<file path="config.mk">
export PLATFORM = sky130hd
export DESIGN_NAME = fb_write_arbiter
export DESIGN_NICKNAME = d
export VERILOG_FILES = /design/src/rtl/fb_write_arbiter.sv
export SDC_FILE = /design/constraint.sdc
export NUM_CORES = 1
export LEC_CHECK = 0
export ABC_AREA = 0
export CORE_MARGIN = 1
export CORE_UTILIZATION = 40
export CTS_BUF_LIST = sky130_fd_sc_hd__clkbuf_8
export DETAILED_ROUTE_END_ITERATION = 10
export PLACE_DENSITY = 0.63
export REMOVE_ABC_BUFFERS = 1
export SLEW_MARGIN = 40
export SYNTH_ARGS = -nofsm -noshare
export SYNTH_HDL_FRONTEND = slang
export SYNTH_SLANG_ARGS = --single-unit
export TNS_END_PERCENT = 100
</file>
<file path="constraint.sdc">
create_clock -name clk_sys -period 3.1 [get_ports clk_sys]
set_input_delay 0.62 -clock clk_sys [delete_from_list [all_inputs] [get_ports clk_sys]]
set_output_delay 0.62 -clock clk_sys [all_outputs]
set_load 0.01 [all_outputs]
</file>
<file path="src/rtl/fb_write_arbiter.sv">
// Single write port arbiter for the 256x256 1-bit plot framebuffer: clear sweep, plot FIFO, overlay.
// Optional saturating drop counter enabled by defining FBARB_DROP_COUNT_EN.
module fb_write_arbiter #(
  parameter int   FIFO_DEPTH  = 4,
  parameter logic CLEAR_VALUE = 1'b0
) (
  input  logic        clk_sys,
  input  logic        rst_sys,
  input  logic        clear_req,
  output logic        clear_busy,
  output logic        clear_done,
  input  logic        pl_wr_en,
  input  logic [7:0]  pl_wr_x,
  input  logic [7:0]  pl_wr_y,
  input  logic        pl_wr_data,
  input  logic        ov_vld,
  output logic        ov_rdy,
  input  logic [7:0]  ov_x,
  input  logic [7:0]  ov_y,
  input  logic        ov_data,
  output logic        fb_we,
  output logic [15:0] fb_addr,
  output logic        fb_din,
  output logic [15:0] drop_cnt
);

  localparam int AW = $clog2(FIFO_DEPTH);

  typedef enum logic {
    S_IDLE,
    S_CLEAR
  } state_t;

  state_t r_state;
  state_t w_state_nxt;

  logic [15:0] r_clr_addr;
  logic [16:0] r_mem [FIFO_DEPTH];
  logic [AW-1:0] r_wp;
  logic [AW-1:0] r_rp;
  logic [AW:0] r_cnt;
  logic r_last;

  logic w_idle;
  logic w_empty;
  logic w_full;
  logic w_push;
  logic w_pop;
  logic w_ov_go;
  logic w_clr_end;
  logic [16:0] w_head;

  assign w_idle    = (r_state == S_IDLE);
  assign w_empty   = (r_cnt == '0);
  assign w_full    = (r_cnt == (AW+1)'(FIFO_DEPTH));
  assign w_push    = pl_wr_en && w_idle && !clear_req && !w_full;
  assign w_pop     = w_idle && !clear_req && !w_empty;
  assign ov_rdy    = w_idle && w_empty && !clear_req && !rst_sys;
  assign w_ov_go   = ov_vld && ov_rdy;
  assign w_clr_end = !w_idle && !clear_req && (r_clr_addr == 16'hFFFF);
  assign w_head    = r_mem[r_rp];

  always_ff @(posedge clk_sys or posedge rst_sys) begin
    if (rst_sys) r_state <= S_IDLE;
    else         r_state <= w_state_nxt;
  end

  always_comb begin
    w_state_nxt = r_state;
    unique case (r_state)
      S_IDLE:  if (clear_req) w_state_nxt = S_CLEAR;
      S_CLEAR: if (w_clr_end) w_state_nxt = S_IDLE;
      default: w_state_nxt = S_IDLE;
    endcase
  end

  // A request during a sweep restarts it from address 0.
  always_ff @(posedge clk_sys or posedge rst_sys) begin
    if (rst_sys)      r_clr_addr <= '0;
    else if (clear_req) r_clr_addr <= '0;
    else if (!w_idle) r_clr_addr <= r_clr_addr + 16'd1;
  end

  always_ff @(posedge clk_sys) begin
    if (w_push) r_mem[r_wp] <= {pl_wr_y, pl_wr_x, pl_wr_data};
  end

  always_ff @(posedge clk_sys or posedge rst_sys) begin
    if (rst_sys) begin
      r_wp  <= '0;
      r_rp  <= '0;
      r_cnt <= '0;
    end else if (clear_req) begin
      r_wp  <= '0;
      r_rp  <= '0;
      r_cnt <= '0;
    end else begin
      if (w_push) r_wp <= r_wp + 1'b1;
      if (w_pop)  r_rp <= r_rp + 1'b1;
      unique case ({w_push, w_pop})
        2'b10:   r_cnt <= r_cnt + 1'b1;
        2'b01:   r_cnt <= r_cnt - 1'b1;
        default: r_cnt <= r_cnt;
      endcase
    end
  end

  always_ff @(posedge clk_sys or posedge rst_sys) begin
    if (rst_sys) begin
      fb_we      <= 1'b0;
      fb_addr    <= '0;
      fb_din     <= 1'b0;
      clear_busy <= 1'b0;
      clear_done <= 1'b0;
      r_last     <= 1'b0;
    end else begin
      clear_busy <= !w_idle;
      r_last     <= w_clr_end;
      clear_done <= r_last;
      if (!w_idle) begin
        fb_we   <= 1'b1;
        fb_addr <= r_clr_addr;
        fb_din  <= CLEAR_VALUE;
      end else if (w_pop) begin
        fb_we   <= 1'b1;
        fb_addr <= w_head[16:1];
        fb_din  <= w_head[0];
      end else if (w_ov_go) begin
        fb_we   <= 1'b1;
        fb_addr <= {ov_y, ov_x};
        fb_din  <= ov_data;
      end else begin
        fb_we   <= 1'b0;
      end
    end
  end

`ifdef FBARB_DROP_COUNT_EN
  logic w_drop;
  logic [15:0] r_drop_cnt;

  assign w_drop = pl_wr_en && !w_push;

  always_ff @(posedge clk_sys or posedge rst_sys) begin
    if (rst_sys) r_drop_cnt <= '0;
    else if (w_drop && (r_drop_cnt != 16'hFFFF)) r_drop_cnt <= r_drop_cnt + 16'd1;
  end

  assign drop_cnt = r_drop_cnt;
`else
  assign drop_cnt = '0;
`endif

endmodule

</file>
# ---- Yosys cells after proc, flatten, opt, wreduce, memory -nomap -nowiden
# Memories as Yosys holds them, arrays and structs flattened.
# Cells that the tools add are included.
dict set report op_classes {
  addsub 5
  n_eq_ne 4
  n_mux 22
  n_bitwise 1
  reduce_logical 21
}
# cell count
set op_table {}
lappend op_table {{$mux 16} 5}
lappend op_table {{$add 16x1->16 const B} 1}
lappend op_table {{$eq 16x16->1 const B} 1}
lappend op_table {{$logic_and 1x1->1} 11}
lappend op_table {{$mux 1} 10}
lappend op_table {{$mux 2} 4}
lappend op_table {{$pmux 3 s2} 1}
lappend op_table {{$reduce_bool 2->1} 3}
lappend op_table {{$reduce_bool 3->1} 2}
lappend op_table {{$add 2x1->2 const B} 2}
lappend op_table {{$logic_not 1->1} 4}
lappend op_table {{$add 3x1->3 const B} 1}
lappend op_table {{$eq 3x3->1 const B} 1}
lappend op_table {{$logic_not 3->1} 1}
lappend op_table {{$mux 3} 1}
lappend op_table {{$sub 3x1->3 const B} 1}
lappend op_table {{$eq 2x1->1 const B} 1}
lappend op_table {{$eq 2x2->1 const B} 1}
lappend op_table {{$pmux 1 s2} 1}
lappend op_table {{$not 1->1} 1}
dict set report word_totals {
  register_bits 45
  mem_bits_rw 68
  inputBits 39
  output_inout_bits 37
  wordCells 65
  mem_count 1
}
# memory words width rd rd_clocked_by_memory_dff write_ports line_no
set memory_table {}
lappend memory_table {r_mem 4 17 1 0 1 38} ;# logic [16:0] r_mem [FIFO_DEPTH];

# ---- Logic depth before layout (Yosys ltp)
dict set report logic_depth {
  depth_word 8
  ltp_mapped 10
  depth_no_buf 8
}

# ---- Worst setup path after synthesis
# OpenSTA, ideal clock, no wires.
dict set report synth_path {
  path_kind {input to output}
  startpoint {input rst_sys}
  endpoint {output ov_rdy}
  arrival_ps 1924
  required_ps 2480
  setup_slack_ps 556
  cell_stages 2
  path_buffers 0
  path_cell_list {inv_1 > and3_1}
}
dict set report synth_via {
  elab_chain_cells 2
}
# element line_no
set synth_rtl {}
lappend synth_rtl {{start, declared} 8} ;# input logic rst_sys,
lappend synth_rtl {{$logic_not 1->1 (no source line)} --}
lappend synth_rtl {{$logic_and 1x1->1} 58} ;# assign ov_rdy = w_idle && w_empty && !clear_req && !rst_sys;
lappend synth_rtl {{end, declared} 17} ;# output logic ov_rdy,
# No other way between the ends.

# ---- Worst setup path after layout
dict set report layout_path {
  startpoint {input clear_req}
  endpoint {output ov_rdy}
}
dict set report layout_via {
  elab_chain_cells 3
}
# element line_no
set layout_rtl {}
lappend layout_rtl {{start, declared} 9} ;# input logic clear_req,
lappend layout_rtl {{$logic_not 1->1} 58}
lappend layout_rtl {{$logic_and 1x1->1 (2 in series)} 58}
# No other way between the ends.

==> results_dict.tcl <==
set metrics [dict create \
    clk_path_buf_depth 2 \
    holdPathEnd "clear_done" \
    portBuffers 59 \
    dp_slack_ns 0.248 \
    crit_start "clear_req" \
    synth_top_flop_cell "edfxtp_1" \
    nets 482 \
    die_w_um 115 \
    yosysTopAreaCellShare 0.401 \
    critPathCaptureType "primary output" \
    cpLargestDelayFamily "buffers and inverters" \
    cts-htree-levels 4 \
    synth_area_um2 5090 \
    cts_tree "done" \
    cp_cell_sequence "clkdlybuf4s50_1, nor2_1, and3_1, clkdlybuf4s50_1" \
    relSlewSlack 0.534 \
    netlist_instances 368 \
    wl_per_cell_um 15.4 \
    yosysMostFrequentCell "edfxtp_1" \
    drtIter0Drc 103 \
    r2r_slack_ns 0.92 \
    clk_latency_ns 0.42 \
    min_path_cells 0 \
    p_leak_nw 2.20 \
    multi_input_area_um2 1680 \
    clock-skew-final_ns 0.0111 \
    finalSetupTns_ns 0 \
    grt_pass1_vias 2904 \
    max-cap-violations 0 \
    viasPerCell 4.95 \
    netlist_top_cells_area "edfxtp_1, dfrtp_1, mux4_2, buf_4, nor2_1" \
    crit_required_ns 2.48 \
    maxSlewViolCount 0 \
    outcome "completed" \
    antenna_found_initial 0 \
    clkTransAtPathRegs_ns 0.07 \
    grt_pass1_wl_mm 15.1 \
    crit_fanout 5 \
    route.antenna.remaining_nets 0 \
    r2r_start "r_cnt[1]" \
    grt_overflow_total 0 \
    clock_sinks 113 \
    cts_resized 0 \
    boundaryPins 76 \
    critical_path_buf_inv_count 2 \
    fin_crit_ns 2.76 \
    hold_viol 0 \
    grt_max_degree 46 \
    cpMostUsedCell "clkdlybuf4s50_1" \
    coreArea_um2 12200 \
    critPathSlowestCell "clkdlybuf4s50_1" \
    initial_core_util 0.417 \
    worst-r2r-cell-count 8 \
    dp.cells 586 \
    diodes 0 \
    worstPathArrival_ns 2.14 \
    cp_slowest_stage_delay_ns 0.54 \
    rows 40 \
    root_buffer "clkbuf_8" \
    r2r-end "r_cnt[2]" \
    ys_seq_area_frac 0.622 \
    yosysUniqueCellTypes 48 \
    postCtsSetupBuffers 0 \
    rsz0062_at_grt "false" \
    wirelength_mm 9.53 \
    vdd_drop_max_mv 0.244 \
    yosys.area.top_type "edfxtp_1" \
    avgSynthCellArea_um2 13.8 \
    vias 3062 \
    first_pass_iters 4 \
    async_flop_share 0.398 \
    ctsHoldBuffers 0 \
    cellPowerDensity_nw_per_um2 504 \
    layout-drive-gt1-share 0.158 \
    regArea_um2 3170 \
    min_period_over_period 0.889 \
    start_kind "primary input" \
    hpwl_mm 6.40 \
    cts_buffers 17 \
    ys_warn_count 0 \
    area_growth_pct 21.1 \
    drc 0 \
    ys_top_cells_by_count "edfxtp_1, dfrtp_1, nor2_1, nand2_1, buf_4" \
    fp.dieH_um 115 \
    fillers 1074 \
    track_usage 0.156 \
    synth_edf_count 68 \
    critPathKind "primary input to primary output" \
    hold_class "flop to flop" \
    max_freq_mhz 363 \
    instances_no_fill 618 \
    place.gp.congestion 0.769 \
    tightest_slew_ns 0.696 \
    yosys_register_bits 113 \
    fin_ws_ns 0.343 \
    min_from "r_last" \
    setup_viol 0 \
    worstSetupPathDepth 4 \
    die_area_um2 13200 \
]
worst reg2reg max path, cell delays in order, from the launching register on:
cell,delay [ns]
dfrtp_1,0.52
nor2_2,0.11
a2111oi_4,0.37
nor2_1,0.10
fa_1,0.38
nor4_1,0.28
a21oi_1,0.07
a2bb2oi_1,0.14
a21oi_1,0.15
report_power, final:
part	switching [mW]	total (mW)	internal [mW]	leakage (nW)
Sequential	0.00731	1.61	1.60	1.22
Clock	0.601	1.39	0.786	0.192
Combinational	0.0544	0.114	0.0598	0.788
Total	0.663	3.11	2.45	2.20
flip-flops by register name (all words and copies together), names as in the netlist:
name / cells
r_rp: 2
r_state: 1
r_cnt: 3
r_clr_addr: 16
r_last: 1
fb_din: 1
r_wp: 2
clear_busy: 1
r_mem: 68
clear_done: 1
fb_we: 1
fb_addr: 16
metrics by stage:
stage	instance area, um2	power, mW	util	hold slack [ns]
after detailed placement	5770	1.76	0.472	0.342
after CTS	6170	3.14	0.505	0.358
after floorplan	4870	1.68	-	0.331
final	6170	3.11	0.505	0.354
after global placement	5770	1.76	0.472	0.339
after global routing	6170	3.22	0.505	0.370
cells in the final DEF (no fill, tap or decap), types with 3 or more instances in the layout:
cell,Yosys,layout
edfxtp_1,68,68
nor2b_1,18,18
a21oi_1,7,7
clkinvlp_4,0,4
buf_4,21,12
ha_1,5,5
xor2_1,4,4
clkinv_4,0,3
or3_1,3,3
xnor2_1,8,8
mux2i_1,3,3
nor2_1,38,38
nor3_1,4,4
conb_1,1,16
nand2_1,27,27
mux4_2,17,17
clkdlybuf4s50_1,0,59
inv_1,5,4
nand4_1,7,7
clkinv_2,0,3
nand3_1,3,3
and3_1,3,3
o31ai_1,17,17
clkbuf_8,3,17
o21ai_0,6,6
dfrtp_1,45,43
a211oi_1,16,16
nor4_1,3,3
bufinv_16,0,3
and2_1,4,4
worst max path at each step:
stage          slack (ns)       end
5_1_grt              0.28    ov_rdy
2_1_floorplan        0.27  r_cnt[2]
3_5_place_dp         0.25  r_cnt[2]
4_1_cts              0.35    ov_rdy
3_3_place_gp         0.31  r_cnt[2]
6_report             0.34    ov_rdy
layer usage:
metal,GRT usage,vias up,share of wire
met5,0,-,0
met4,0.0693,0,0.020
met3,0.0406,18,0.034
met2,0.240,68,0.48
met1,0.209,1511,0.47
li1,-,1465,-
kinds of logic (layout without fill, tap and decap cells):
logic type | after synthesis | after routing | synth area share
other | 1 | 16 | 0.000736
XOR/XNOR | 12 | 12 | 0.0206
AND/OR/NAND/NOR | 119 | 119 | 0.119
multiplexers | 21 | 21 | 0.0833
flip-flops | 113 | 113 | 0.622
adder cells (fa/ha/maj) | 6 | 6 | 0.0162
AO/OA/AOI/OAI | 54 | 54 | 0.0798
buffers and inverters | 42 | 109 | 0.0587
layout make-up:
type,instances,area share
clock buffer,17,0.0379
sequential,113,0.514
clock inverter,15,0.0274
multi-input combinational,228,0.273
tap,168,0.0341
inverter,6,0.00365
timing repair buffer,71,0.110
No activity file was read; power rests on OpenSTA's default activity.
